File: src/rtl/sdram_row_arbiter.sv
// sdram_row_arbiter: shares one SDRAM row-burst controller between the
// display read path and the frame write path. It latches the winning
// request, pulses the controller start with row/direction, waits for the
// controller Done level to go low then high, and returns a one-cycle Done
// strobe to the owner.
//
// Optional feature macro: ARB_WATCHDOG_EN
//   defined   -> per-operation watchdog with a sticky Timeout flag
//   undefined -> no watchdog, Timeout tied low, WAIT states wait forever
module sdram_row_arbiter #(
  parameter int START_CYCLES    = 2,
  parameter int MAX_READ_STREAK = 4,
  parameter int TIMEOUT_CYCLES  = 1023
) (
  input  logic       CLK,
  input  logic       Reset_N,
  input  logic       Rd_Req,
  input  logic [8:0] Rd_Row,
  output logic       Rd_Grant,
  output logic       Rd_Done,
  input  logic       Wr_Req,
  input  logic [8:0] Wr_Row,
  output logic       Wr_Grant,
  output logic       Wr_Done,
  output logic       Mem_Start,
  output logic [8:0] Mem_Row,
  output logic       Mem_Write,
  input  logic       Mem_Done,
  output logic       Busy,
  output logic       Timeout
);

  localparam int SC_W = $clog2(START_CYCLES + 1);
  localparam int ST_W = $clog2(MAX_READ_STREAK + 1);
  localparam logic [SC_W-1:0] START_LAST = SC_W'(START_CYCLES - 1);
  localparam logic [ST_W-1:0] STREAK_MAX = ST_W'(MAX_READ_STREAK);

  // Reject configurations the counters cannot represent.
  if (START_CYCLES < 1 || MAX_READ_STREAK < 1 || TIMEOUT_CYCLES < 1) begin : g_bad_cfg
    $error("sdram_row_arbiter: START_CYCLES, MAX_READ_STREAK and TIMEOUT_CYCLES must be >= 1");
  end

  typedef enum logic [2:0] {
    S_IDLE,
    S_START,
    S_WAIT_LOW,
    S_WAIT_HIGH,
    S_FINISH
  } state_t;

  state_t            state_q, state_d;
  logic [SC_W-1:0]   start_cnt_q;
  logic [ST_W-1:0]   streak_q;
  logic              rd_own_q, wr_own_q;
  logic [8:0]        mem_row_q;
  logic              mem_write_q;
  logic              mem_start_q;
  logic              grant_rd, grant_wr;
  logic              rd_wins;

  // Read wins a tie unless it has already taken its allowed streak.
  assign rd_wins = Rd_Req && (!Wr_Req || (streak_q != STREAK_MAX));

`ifdef ARB_WATCHDOG_EN
  localparam int WD_W = $clog2(TIMEOUT_CYCLES + 1);
  localparam logic [WD_W-1:0] WD_LAST = WD_W'(TIMEOUT_CYCLES - 1);
  logic [WD_W-1:0] wd_cnt_q;
  logic            timeout_q;
  logic            wd_expire;
`endif

  // Next-state logic and grant decisions.
  always_comb begin
    state_d  = state_q;
    grant_rd = 1'b0;
    grant_wr = 1'b0;
`ifdef ARB_WATCHDOG_EN
    wd_expire = 1'b0;
`endif
    case (state_q)
      S_IDLE: begin
        if (rd_wins) begin
          grant_rd = 1'b1;
          state_d  = S_START;
        end else if (Wr_Req) begin
          grant_wr = 1'b1;
          state_d  = S_START;
        end
      end
      S_START:     if (start_cnt_q == START_LAST) state_d = S_WAIT_LOW;
      // Done is still high from the previous burst until the start is seen.
      S_WAIT_LOW:  if (!Mem_Done) state_d = S_WAIT_HIGH;
      S_WAIT_HIGH: if (Mem_Done) state_d = S_FINISH;
      S_FINISH:    state_d = S_IDLE;
      default:     state_d = S_IDLE;
    endcase
`ifdef ARB_WATCHDOG_EN
    if ((state_q == S_WAIT_LOW || state_q == S_WAIT_HIGH) && (wd_cnt_q == WD_LAST)) begin
      wd_expire = 1'b1;
      state_d   = S_FINISH;
    end
`endif
  end

  // State register, start-pulse timing and read-streak tracking.
  always_ff @(posedge CLK or negedge Reset_N) begin
    if (!Reset_N) begin
      state_q     <= S_IDLE;
      start_cnt_q <= '0;
      streak_q    <= '0;
      mem_start_q <= 1'b0;
    end else begin
      state_q     <= state_d;
      mem_start_q <= (state_d == S_START);
      if (grant_rd || grant_wr)
        start_cnt_q <= '0;
      else if (state_q == S_START)
        start_cnt_q <= start_cnt_q + SC_W'(1);
      if (grant_wr)
        streak_q <= '0;
      else if (grant_rd)
        streak_q <= !Wr_Req ? '0 :
                    (streak_q == STREAK_MAX) ? streak_q : streak_q + ST_W'(1);
    end
  end

  // Ownership plus row/direction latched at grant, held until IDLE.
  always_ff @(posedge CLK or negedge Reset_N) begin
    if (!Reset_N) begin
      rd_own_q    <= 1'b0;
      wr_own_q    <= 1'b0;
      mem_row_q   <= '0;
      mem_write_q <= 1'b0;
    end else if (grant_rd || grant_wr) begin
      rd_own_q    <= grant_rd;
      wr_own_q    <= grant_wr;
      mem_row_q   <= grant_wr ? Wr_Row : Rd_Row;
      mem_write_q <= grant_wr;
    end else if (state_q == S_FINISH) begin
      rd_own_q <= 1'b0;
      wr_own_q <= 1'b0;
    end
  end

`ifdef ARB_WATCHDOG_EN
  // Watchdog: restarts at each grant, counts WAIT cycles, sticky timeout.
  always_ff @(posedge CLK or negedge Reset_N) begin
    if (!Reset_N) begin
      wd_cnt_q  <= '0;
      timeout_q <= 1'b0;
    end else begin
      if (grant_rd || grant_wr)
        wd_cnt_q <= '0;
      else if (state_q == S_WAIT_LOW || state_q == S_WAIT_HIGH)
        wd_cnt_q <= wd_cnt_q + WD_W'(1);
      if (wd_expire)
        timeout_q <= 1'b1;
    end
  end

  assign Timeout = timeout_q;
`else
  assign Timeout = 1'b0;
`endif

  assign Rd_Grant  = rd_own_q;
  assign Wr_Grant  = wr_own_q;
  assign Rd_Done   = (state_q == S_FINISH) && rd_own_q;
  assign Wr_Done   = (state_q == S_FINISH) && wr_own_q;
  assign Mem_Start = mem_start_q;
  assign Mem_Row   = mem_row_q;
  assign Mem_Write = mem_write_q;
  assign Busy      = (state_q != S_IDLE);

endmodule

File: config.mk
export PLATFORM = sky130hd
export DESIGN_NAME = sdram_row_arbiter
export DESIGN_NICKNAME = d
export VERILOG_FILES = /design/src/rtl/sdram_row_arbiter.sv
export SDC_FILE = /design/constraint.sdc
export NUM_CORES = 1
export LEC_CHECK = 0
export ABC_CLOCK_PERIOD_IN_PS = 1560
export BUFFER_PORTS_ARGS = -buffer_cell sky130_fd_sc_hd__buf_2
export CORE_MARGIN = 5
export CORE_UTILIZATION = 43
export DETAILED_ROUTE_END_ITERATION = 12
export PLACE_DENSITY = 0.74
export SLEW_MARGIN = 40
export SYNTH_ARGS = -nofsm -noshare
export SYNTH_HDL_FRONTEND = slang
export SYNTH_SLANG_ARGS = --single-unit
File: constraint.sdc
create_clock -name CLK -period 1.56 [get_ports CLK]
set_input_delay 0.234 -clock CLK [delete_from_list [all_inputs] [get_ports CLK]]
set_output_delay 0.234 -clock CLK [all_outputs]
set_load 0.005 [all_outputs]
# Yosys cells after proc, flatten, opt, wreduce, memory -nomap -nowiden
# Cells that the tools add are included.
[word_totals]
output_inout_bits = 17
latchBits = 0
wordCells = 52
ram_bits = 0
mem_count = 0
register_bits = 21
rom_bits = 0
[classes]
n_bitwise = 0
shifts = 0
muxes = 21
n_mul = 0
div = 0
n_eq_ne = 9
reduce_logical = 12
add_sub_neg = 2
magnitude_cmp = 0
[op_table]
columns = ["op", "count"]
rows = [
  ["$mux W3", 9],
  ["$pmux W3 S4", 1],
  ["$mux W9", 1],
  ["$mux W1", 8],
  ["$eq A3 B1 Y1 const B", 2],
  ["$eq A3 B2 Y1 const B", 2],
  ["$eq A3 B3 Y1 const B", 2],
  ["$ne A3 B3 Y1 const B", 2],
  ["$reduce_bool A2 Y1", 3],
  ["$mux W2", 2],
  ["$add A3 B1 Y3 const B", 1],
  ["$logic_and A1 B1 Y1", 3],
  ["$logic_not A3 Y1", 1],
  ["$reduce_bool A3 Y1", 1],
  ["$add A2 B1 Y2 const B", 1],
  ["$eq A2 B1 Y1 const B", 1],
  ["$logic_or A1 B1 Y1", 2],
  ["$reduce_and A2 Y1", 1],
  ["$logic_not A1 Y1", 1],
]

# Logic depth before layout (Yosys ltp)
# Gate-level depths: netlist of run 1.
[logic_depth]
word_depth = 7
mapped_depth = 6

# Worst setup path before layout of run 1
# OpenSTA, ideal clock, no wires.
[synth_timing]
path_kind = "register to register"
start = "reg streak_q[0]"
end = "reg mem_row_q[1] (netlist: Mem_Row[1])"
arrival_ps = 1401
t_required_ps = 1434
path_slack_ps = 33
path_stages_with_launch = 7
cell_sequence = "dfrtp_1 -> inv_1 -> ha_1 -> a21bo_2 -> clkbuf_1 -> and3_1 -> a221o_1"
[synth_between]
elab_chain_cells = 6
elab_cells_between_ends = 9
cone_classes = "eq/ne (1); mux (5); reduce/logical (3)"
[synth_rtl]
columns = ["element", "line", "rtl"]
rows = [
  ["from (decl)", "53", "logic [ST_W-1:0] streak_q;"],
  ["from (signal assigned)", "122", "streak_q <= !Wr_Req ? '0 :"],
  ["$ne A3 B3 Y1 *", "62", "assign rd_wins = Rd_Req && (!Wr_Req || (streak_q != STREAK_MAX));"],
  ["$logic_or A1 B1 Y1 *", "62", ""],
  ["$logic_and A1 B1 Y1 *", "62", ""],
  ["$mux W1", "82", "if (rd_wins) begin"],
  ["$mux W1", "80", "case (state_q)"],
  ["$mux W9 or $logic_or A1 B1 Y1 (tied branches)", "137, 134", ""],
  ["to (signal assigned)", "137", "mem_row_q <= grant_wr ? Wr_Row : Rd_Row;"],
  ["to (decl)", "55", "logic [8:0] mem_row_q;"],
]
# Mark *: on every way between the ends. The rest lies on a longest branch, timed or not.
# A chain may end at the register's enable or synchronous reset.

# Final worst setup path of run 1
[layout_timing]
start = "reg streak_q[0]"
end = "reg mem_row_q[5] (netlist: Mem_Row[5])"
# Same word-level chain as after synthesis.

==> flow_summary.json, run 1 <==
{
  "placementRows": 17,
  "place.gp.congestion": 0.7981,
  "cts_tree": "done",
  "syn_avg_cell_area_um2": 11.06,
  "dieArea_mm2": 0.003502,
  "synthToLayoutAreaGrowth_pct": 29.96,
  "syn-instance-count": 94,
  "top_usage_layer": "met2",
  "ys_ff_latch": 21,
  "hold_path.class": "in -> reg",
  "grtUsageMet3_pct": 2.614,
  "num_vias": 884,
  "cp.arrival_ps": 1680,
  "fin_area_mm2": 0.001351,
  "finalSetupViolations": 0,
  "detail-route-antenna-nets": 0,
  "cts_inserted_buffers": 3,
  "fillCellCount": 204,
  "cts_buffer_depth": 2,
  "pre_cts_ws_ps": 15.41,
  "portBuffers": 38,
  "worstReg2RegStart": "streak_q[0]",
  "nets": 168,
  "synth_top_area_share_pct": 50.54,
  "ys_warn_count": 0,
  "finalMaxSlewViolations": 0,
  "cts_sinks": 21,
  "num_io_pins": 40,
  "drt_wl_total_mm": 2.409,
  "grt_pass1_vias": 878,
  "finalPower_mw": 2.346,
  "clk_latency_ps": 310,
  "max_freq_mhz": 674.5,
  "status": "completed",
  "period_needed_ps": 1482,
  "regArea_um2": 525.5,
  "finalHoldViolCount": 0,
  "rr_worst_depth": 5,
  "r2r-end": "Mem_Row[5]",
  "worst_slack_ps": 77.52,
  "antenna_cells": 0,
  "dieHeight_um": 59.18,
  "antenna_found_initial": 0,
  "fp.dieW_um": 59.18,
  "grt_pass1_wl_mm": 3.870,
  "dp_cells": 160,
  "critPathLaunchType": "register",
  "crit_end": "Mem_Row[5]",
  "multi_input_area_um2": 461.7,
  "critPathMaxFanout": 11,
  "yosysUniqueCellTypes": 33,
  "place_area_mm2": 0.001270,
  "fin_crit_sh_pct": 95.03,
  "drv_cap": 0,
  "r2r_slack_ps": 80,
  "grt_use_met2_pct": 23.66,
  "leakage_nw": 0.7215,
  "required_ps": 1760,
  "hpwlAfterDp_mm": 1.810,
  "drt_pass1_iterations": 4,
  "power_density_mw_per_mm2": 1736,
  "clock_skew_ps": 16.14,
  "final_cells": 169,
  "synth.yosys.seq_area_share_pct": 50.54,
  "cts_max_level": 1,
  "drt-initial-drc-count": 19,
  "initial_utilization_pct": 46.12,
  "critical_path_class": "reg -> reg",
  "drc": 0,
  "hold_depth": 2,
  "overflow": 0,
  "critPathLaunch": "streak_q[0]",
  "core-area_mm2": 0.002255,
  "vdd_drop_max_uv": 849.7,
  "worstSetupEndpointType": "register",
  "yosys-top-cells-area": "dfrtp_1 (51%), a221o_1 (8.7%), and3_1 (7.2%)",
  "holdWs_ps": 143.4,
  "grtUsageMet1_pct": 18.75,
  "synth_nets": 120,
  "synth_top_cell_by_area": "dfrtp_1",
  "wl_per_cell_um": 14.25,
  "viasPerCell": 5.231,
  "grt_max_degree": 22,
  "clkSlewWorstSetupHoldPaths_ps": 130,
  "root_buffer": "clkbuf_4",
  "grt_use_total_pct": 14.18,
  "drive_above_1_share_pct": 41.84,
  "netlist_area_mm2": 0.001040
}
[cell usage in the layout (no fill, tap or decap), drive strengths merged]
master       instances
dfrtp               21
nand2                4
a32o                 2
nor2                 6
clkbuf               3
o21bai               2
inv                  5
or3                  1
nand2b               1
o21ai                3
and3                12
a21boi               1
a22o                 2
a21oi                3
clkinv               1
ha                   3
buf                 49
nand3b               1
dlygate4sd3          1
nor4b                1
a21bo                1
nor3                 1
a311oi               1
nor3b                1
a32oi                1
a21o                 1
or2                  1
a221o                9
o31ai                1
conb                 1
nor2b                1
[stage by stage]
step	util (%)	setup TNS, ps
2_1_floorplan	-	0
3_3_place_gp	56.33	0
3_5_place_dp	56.33	0
4_1_cts	58.77	0
5_1_grt	59.93	-5.925
6_report	59.93	0
[worst min-delay path by stage]
stage | from | endpoint
finish | Rd_Row[7] | Mem_Row[7]
global route | Rd_Row[6] | Mem_Row[6]
CTS | Rd_Row[7] | Mem_Row[7]
detailed placement | Reset_N | start_cnt_q[1]
global placement | Reset_N | start_cnt_q[0]
floorplan | Reset_N | Mem_Row[0]
[critical path: stages, from the launching register on]
cell and delay [ps]:
dfrtp_1 400, inv_1 60, ha_1 230, a21bo_4 260, and3_1 170, a221o_1 270
[cell usage after synthesis]
cell	count
a21bo_2	1
a21boi_0	1
a21o_1	1
a21oi_1	3
a221o_1	9
a22o_1	2
a311oi_2	1
a32o_1	2
a32oi_1	1
and3_1	12
buf_2	2
buf_4	1
buf_6	2
clkbuf_1	2
conb_1	1
dfrtp_1	21
ha_1	3
inv_1	4
inv_2	1
nand2_1	4
nand2b_1	1
nand3b_1	1
nor2_1	6
nor2b_1	1
nor3_4	1
nor3b_1	1
nor4b_1	1
o21ai_0	2
o21ai_1	1
o21bai_1	2
o31ai_1	1
or2_2	1
or3_1	1
[layout make-up]
class / count / share of cell area, %
multi-input combinational: 61 / 34.17
tap: 28 / 2.593
sequential: 21 / 38.89
timing repair buffer: 50 / 20.93
clock buffer: 3 / 1.667
inverter: 5 / 1.389
clock inverter: 1 / 0.3704
[cell families (layout without fill, tap and decap cells)]
family / Yosys count / count (layout) / share of synthesized area (%)
buffers and inverters: 12 / 59 / 6.378
AO/OA/AOI/OAI: 27 / 27 / 22.02
flip-flops: 21 / 21 / 50.54
AND/OR/NAND/NOR: 30 / 30 / 17.09
other: 1 / 1 / 0.3607
adder cells (fa/ha/maj): 3 / 3 / 3.610
[repair_timing]
action                                 in CTS  in global routing
hold buffers                                1                  0
setup endpoints to repair                   2                 12
pin swaps                                   0                  5
setup buffers                               2                  2
endpoints found under the hold margin      21                  0
gates resized for setup                     1                  2
[registers in the layout (all words and copies together), names as in the netlist]
name	count
Mem_Row	9
Mem_Write	1
streak_q	3
Wr_Grant	1
Rd_Grant	1
state_q	3
Mem_Start	1
start_cnt_q	2
[where the power goes]
| group | internal, mW | leakage, nW | switching [mW] |
|---|---|---|---|
| registers | 0.786 | 0.262 | 0.145 |
| clock network | 0.0955 | 0.0177 | 0.166 |
| logic | 0.612 | 0.442 | 0.541 |
| total | 1.49 | 0.722 | 0.853 |
[routing by layer]
metal  vias to the layer above  part of all wire (%)
met3                         2                   3.7
li1                        443                     -
met1                       424                    45
met2                        15                    50
met4                         0                  0.66
met5                         -                     0
(Power assumes the default switching activity.)
==> run 2: changes to the inputs <==
--- a/config.mk
+++ b/config.mk
@@ -7,7 +7,6 @@
 export LEC_CHECK = 0
 export ABC_CLOCK_PERIOD_IN_PS = 1560
 export BUFFER_PORTS_ARGS = -buffer_cell sky130_fd_sc_hd__buf_2
-export CORE_MARGIN = 5
 export CORE_UTILIZATION = 43
 export DETAILED_ROUTE_END_ITERATION = 12
 export PLACE_DENSITY = 0.74
==> run 2 against run 1 <==
Against the previous run:
- sequential cell count stayed put
- die area is 25% lower
- global-route usage is 5.4 points higher
- largest power group unchanged
- critical path depth is 1 lower
- power is 3.5% higher
- hold slack better by 1.6 ps
- maximum frequency is 0.45% lower
==> flow_summary.json, run 2 (synthesized netlist as in run 1, its figures left out) <==
{
  "status": "completed",
  "clkSlewWorstSetupHoldPaths_ps": 120,
  "grt_use_total_pct": 19.62,
  "seqPwrFrac_pct": 38.4,
  "dieHeight_um": 51.18,
  "rr_worst_depth": 5,
  "worstReg2RegStart": "streak_q[1]",
  "clock_skew_ps": 1.743,
  "period_needed_ps": 1489,
  "path_cells": "buf_6, nor2_4, and3_1, buf_2",
  "root_buffer": "clkbuf_4",
  "viasPerCell": 5.424,
  "required_ps": 1330,
  "antenna_found_initial": 0,
  "swShare_pct": 36.64,
  "grt_pass1_vias": 812,
  "finalSetupTns_ps": 0,
  "leakage_nw": 0.7321,
  "pwr-share-comb_pct": 50.4,
  "critPathMaxStageDelay_ps": 430,
  "drt-initial-drc-count": 24,
  "dieArea_mm2": 0.002619,
  "fp.dieW_um": 51.18,
  "cts_sinks": 21,
  "layout_common_cells": "buf_2 (38), dfrtp_1 (21), and3_1 (12)",
  "cts_inserted_buffers": 3,
  "drv_cap": 0,
  "fin_crit_sh_pct": 95.46,
  "overflow": 0,
  "synthToLayoutAreaGrowth_pct": 33.69,
  "critPathLaunchType": "register",
  "drive_above_1_share_pct": 43.66,
  "num_vias": 922,
  "finalMaxSlewViolations": 0,
  "hold_path.class": "in -> reg",
  "cts_tree": "done",
  "hold_depth": 2,
  "grt_pass1_wl_mm": 3.698,
  "drt_pass1_iterations": 4,
  "initial_utilization_pct": 46.12,
  "critPathMaxFanout": 5,
  "final_common_cell": "buf_2",
  "grt_max_degree": 22,
  "fillCellCount": 183,
  "r2r-end": "Mem_Row[2]",
  "worst_slack_ps": 70.79,
  "power_density_mw_per_mm2": 1747,
  "cts_buffer_depth": 2,
  "wl_per_cell_um": 13.98,
  "drt_wl_total_mm": 2.376,
  "min_to": "Mem_Row[4]",
  "nets": 169,
  "intPower_mw": 1.539,
  "core-area_mm2": 0.002255,
  "clockPowerShare_pct": 11.2,
  "cp.arrival_ps": 1260,
  "place.gp.congestion": 0.7115,
  "num_io_pins": 40,
  "cts_max_level": 1,
  "final_core_util_pct": 61.65,
  "clk_latency_ps": 310,
  "pre_cts_ws_ps": 71.61,
  "max_freq_mhz": 671.5,
  "hpwlAfterDp_mm": 1.662,
  "largest_register_ff_count": 9,
  "min-delay-start": "Rd_Row[4]",
  "slowest_stage": "dfrtp_1",
  "worstSetupEndpointType": "primary output",
  "r2r_slack_ps": 110,
  "critical_path_class": "reg -> out",
  "switchingPower_uw": 889.6,
  "drc": 0,
  "finalHoldViolCount": 0,
  "detail-route-antenna-nets": 0,
  "vdd_drop_max_uv": 865.4,
  "placementRows": 17,
  "portBuffers": 38,
  "antenna_cells": 0,
  "finalSetupViolations": 0
}
## run 2: cell count changes in the layout (fill, tap and decap cells not counted)
cell / previous run / this run
a311oi_4: 0 / 1
nor4b_2: 0 / 1
a311oi_2: 1 / 0
buf_6: 0 / 3
nor4b_1: 1 / 0
buf_4: 11 / 9
ha_2: 0 / 1
ha_1: 3 / 2
## run 2: metrics by stage
stage / instances / cell area [um2] / hold WS, ps / total power [mW]
2_1_floorplan: 94 / 1040 / -61.59 / 1.591
3_3_place_gp: 161 / 1277 / 207.0 / 1.974
3_5_place_dp: 161 / 1277 / 214.7 / 2.014
4_1_cts: 166 / 1323 / 134.4 / 2.311
5_1_grt: 170 / 1390 / 130.4 / 2.627
6_report: 170 / 1390 / 145.0 / 2.428
## run 2: per-layer routing
layer	GRT usage, %	part of all wire, %	vias up	routed length [um]
met5	0	0	-	0
met4	9.722	1.7	0	40
met3	3.869	3.5	5	82
met2	30.70	53	22	1256
met1	25.71	42	452	997
li1	-	-	443	-
## run 2: worst max-delay path by stage
stage / startpoint / end / cells past startpoint
after floorplan: streak_q[0] / Mem_Row[1] / 6
after global placement: state_q[2] / Mem_Row[2] / 5
after detailed placement: streak_q[0] / Mem_Row[2] / 5
after CTS: state_q[0] / Rd_Done / 4
after global routing: state_q[1] / Rd_Done / 4
final: state_q[1] / Rd_Done / 4
## run 2: repair_timing
item / CTS / global route
setup endpoints to repair: 2 / 11
resized for setup: 2 / 7
setup buffers: 0 / 4
pin swaps: 0 / 2
hold buffers: 1 / 0
hold endpoints to repair: 21 / 0
## run 2: power by group through the flow
stage / combinational [mW] / clock (mW) / sequential, mW
detailed placement: 1.07 / 0 / 0.940
finish: 1.22 / 0.272 / 0.934
global route: 1.36 / 0.303 / 0.965
floorplan: 0.639 / 0 / 0.952
global placement: 1.04 / 0 / 0.932
CTS: 1.10 / 0.283 / 0.927
## run 2: layout make-up
type | count | area, um2 | share of cell area [%]
clock buffers | 3 | 22.52 | 1.620
clock inverters | 1 | 5.005 | 0.3600
well taps | 28 | 35.03 | 2.520
inverters | 5 | 18.77 | 1.350
flip-flops and latches | 21 | 525.5 | 37.80
multi-input cells | 61 | 481.7 | 34.65
repair buffers | 51 | 301.5 | 21.69
## run 2: critical path, delay by kind of cell, from the launching register on
| family | cells | cell delay (ps) |
|---|---|---|
| and+or+nand+nor | 2 | 260 |
| DFF | 1 | 430 |
| buffers and inverters | 2 | 250 |
==> run 3: changes to the inputs <==
--- a/config.mk
+++ b/config.mk
@@ -5,12 +5,15 @@
 export SDC_FILE = /design/constraint.sdc
 export NUM_CORES = 1
 export LEC_CHECK = 0
+export ABC_AREA = 1
 export ABC_CLOCK_PERIOD_IN_PS = 1560
 export BUFFER_PORTS_ARGS = -buffer_cell sky130_fd_sc_hd__buf_2
-export CORE_UTILIZATION = 43
+export CORE_UTILIZATION = 45
+export CTS_BUF_LIST = sky130_fd_sc_hd__clkbuf_4 sky130_fd_sc_hd__clkbuf_8
 export DETAILED_ROUTE_END_ITERATION = 12
-export PLACE_DENSITY = 0.74
+export PLACE_DENSITY = 0.77
 export SLEW_MARGIN = 40
 export SYNTH_ARGS = -nofsm -noshare
 export SYNTH_HDL_FRONTEND = slang
 export SYNTH_SLANG_ARGS = --single-unit
+export TNS_END_PERCENT = 1
==> run 3 against run 2 <==
Against the previous run:
- critical path depth unchanged
- hold slack worse by 21 ps
- non-clock buffer count down 11
- first-iteration DRC count down 46%
==> flow_summary.json, run 3 <==
{
  "synthToLayoutAreaGrowth_pct": 23.14,
  "holdWs_ps": 124.1,
  "nets": 191,
  "critical_path_class": "reg -> out",
  "final_cells": 192,
  "r2r_slack_ps": 240,
  "drt_wl_total_mm": 2.083,
  "place_area_mm2": 0.001251,
  "detail-route-antenna-nets": 0,
  "clock_skew_ps": 4.485,
  "drv_cap": 0,
  "vdd_drop_max_uv": 843.0,
  "root_buffer": "clkbuf_4",
  "fin_crit_sh_pct": 92.15,
  "cts_max_level": 1,
  "period_needed_ps": 1438,
  "required_ps": 1330,
  "grt_pass1_wl_mm": 3.484,
  "cts_inserted_buffers": 3,
  "fin_area_mm2": 0.001305,
  "synth_top_flop_cell": "dfrtp_1",
  "syn-instance-count": 124,
  "status": "completed",
  "rsz0062_at_grt": "no",
  "hpwlAfterDp_mm": 1.527,
  "cts_setup_buffers": 0,
  "drt_pass1_iterations": 4,
  "min-delay-start": "Rd_Row[0]",
  "synth_top_area_share_pct": 49.59,
  "finalHoldViolCount": 0,
  "placementRows": 17,
  "synth_nets": 150,
  "cp_top_family": "flip-flops",
  "overflow": 0,
  "portBuffers": 38,
  "netlist_area_mm2": 0.001060,
  "final_core_util_pct": 58.99,
  "clkSlewWorstSetupHoldPaths_ps": 110,
  "fp.dieW_um": 50.53,
  "yosysMostFrequentCell": "nand2_1",
  "max_freq_mhz": 695.6,
  "largest_register_ff_count": 9,
  "grt_max_degree": 22,
  "async_flop_share_pct": 100.0,
  "finalMaxSlewViolations": 0,
  "r2r-end": "streak_q[0]",
  "power_density_mw_per_mm2": 1706,
  "syn_avg_cell_area_um2": 8.547,
  "dieHeight_um": 50.53,
  "wl_per_cell_um": 10.85,
  "drive_above_1_share_pct": 32.32,
  "clk_latency_ps": 300,
  "place.gp.congestion": 0.7851,
  "cts_sinks": 21,
  "finalSetupTns_ps": 0,
  "yosysUniqueCellTypes": 20,
  "cts_buffer_depth": 2,
  "dieArea_mm2": 0.002553,
  "critPathLaunchType": "register",
  "ys_ff_latch": 21,
  "crit_buf_inv": 2,
  "fillCellCount": 210,
  "num_vias": 942,
  "synth-edff-count": 0,
  "viasPerCell": 4.906,
  "cp.arrival_ps": 1200,
  "dp_cells": 187,
  "synth.yosys.seq_area_share_pct": 49.59,
  "pre_cts_ws_ps": 178.1,
  "hold_depth": 3,
  "critPathMaxFanout": 6,
  "critPathMaxStageDelay_ps": 460,
  "finalPower_mw": 2.226,
  "num_io_pins": 40,
  "grt_use_total_pct": 18.88,
  "worstReg2RegStart": "streak_q[0]",
  "core-area_mm2": 0.002212,
  "synthTopCellsByCount": "nand2_1 (38), nand3_1 (28), dfrtp_1 (21)",
  "path_cells": "inv_2, nand3_2, nor2_1, buf_2",
  "ys_warn_count": 0,
  "min_to": "Mem_Row[0]",
  "slowest_stage": "dfrtp_2",
  "grt_pass1_vias": 839,
  "leakage_nw": 0.7261,
  "antenna_cells": 0,
  "worst_slack_ps": 122.5,
  "rr_worst_depth": 7,
  "cts_tree": "done",
  "antenna_found_initial": 0,
  "initial_utilization_pct": 47.91,
  "worstSetupEndpointType": "primary output",
  "yosys-top-cells-area": "dfrtp_1 (50%), nand2_1 (13%), nand3_1 (13%)",
  "synth_top_cell_by_area": "dfrtp_1",
  "drc": 0,
  "hold_path.class": "in -> reg",
  "drt-initial-drc-count": 13,
  "finalSetupViolations": 0,
  "layout_common_cells": "nand2_1 (38), buf_2 (38), nand3_1 (27)"
}
==> run 3: logic make-up (layout without fill, tap and decap cells) <==
family | after synthesis | after routing | share of synthesized area [%]
AND/OR/NAND/NOR | 79 | 79 | 35.89
adder cells (fa/ha/maj) | 3 | 3 | 3.542
other | 1 | 1 | 0.3539
buffers and inverters | 17 | 57 | 8.500
XOR/XNOR | 1 | 1 | 0.8266
AO/OA/AOI/OAI | 2 | 2 | 1.298
flip-flops | 21 | 21 | 49.59
==> run 3: worst max-delay path by stage <==
stage | startpoint | to | slack, ps | cells past startpoint
global placement | streak_q[0] | Mem_Row[6] | 240 | 6
floorplan | streak_q[0] | Mem_Row[0] | 360 | 6
CTS | state_q[0] | Rd_Done | 50 | 4
detailed placement | streak_q[0] | Mem_Row[1] | 180 | 6
global route | state_q[1] | Wr_Done | 20 | 4
finish | state_q[0] | Wr_Done | 120 | 4
==> run 3: metal layers <==
metal	routed length, um	share of wire (%)	track usage (%)
met2	1013	49	32.22
met5	0	0	0
met4	31	1.5	9.722
met1	930	45	22.37
met3	107	5.1	3.636
==> run 3: worst min-delay path, stage by stage <==
cell	delay, ps
buf_2	70
nand2_1	40
nand3_1	50
==> run 3: repair_timing <==
action / 4_1_cts / 5_1_grt
resized for setup: 0 / 3
hold buffers: 1 / 0
hold endpoints to repair: 21 / 0
endpoints found under the setup margin: 0 / 3
==> run 3: area by class of cell <==
type | count | area, um2 | area share [%]
Timing Repair Buffer | 40 | 207.7 | 15.92
Tap cell | 28 | 35.03 | 2.685
Inverter | 13 | 48.80 | 3.739
Sequential cell | 21 | 526.8 | 40.36
Clock buffer | 4 | 30.03 | 2.301
Multi-Input combinational cell | 86 | 456.7 | 35.00
==> run 3: where the power goes <==
part / internal [mW] / total (mW) / switching [mW]
sequential: 0.785 / 0.943 / 0.158
combinational: 0.424 / 1.00 / 0.581
clock: 0.117 / 0.279 / 0.162
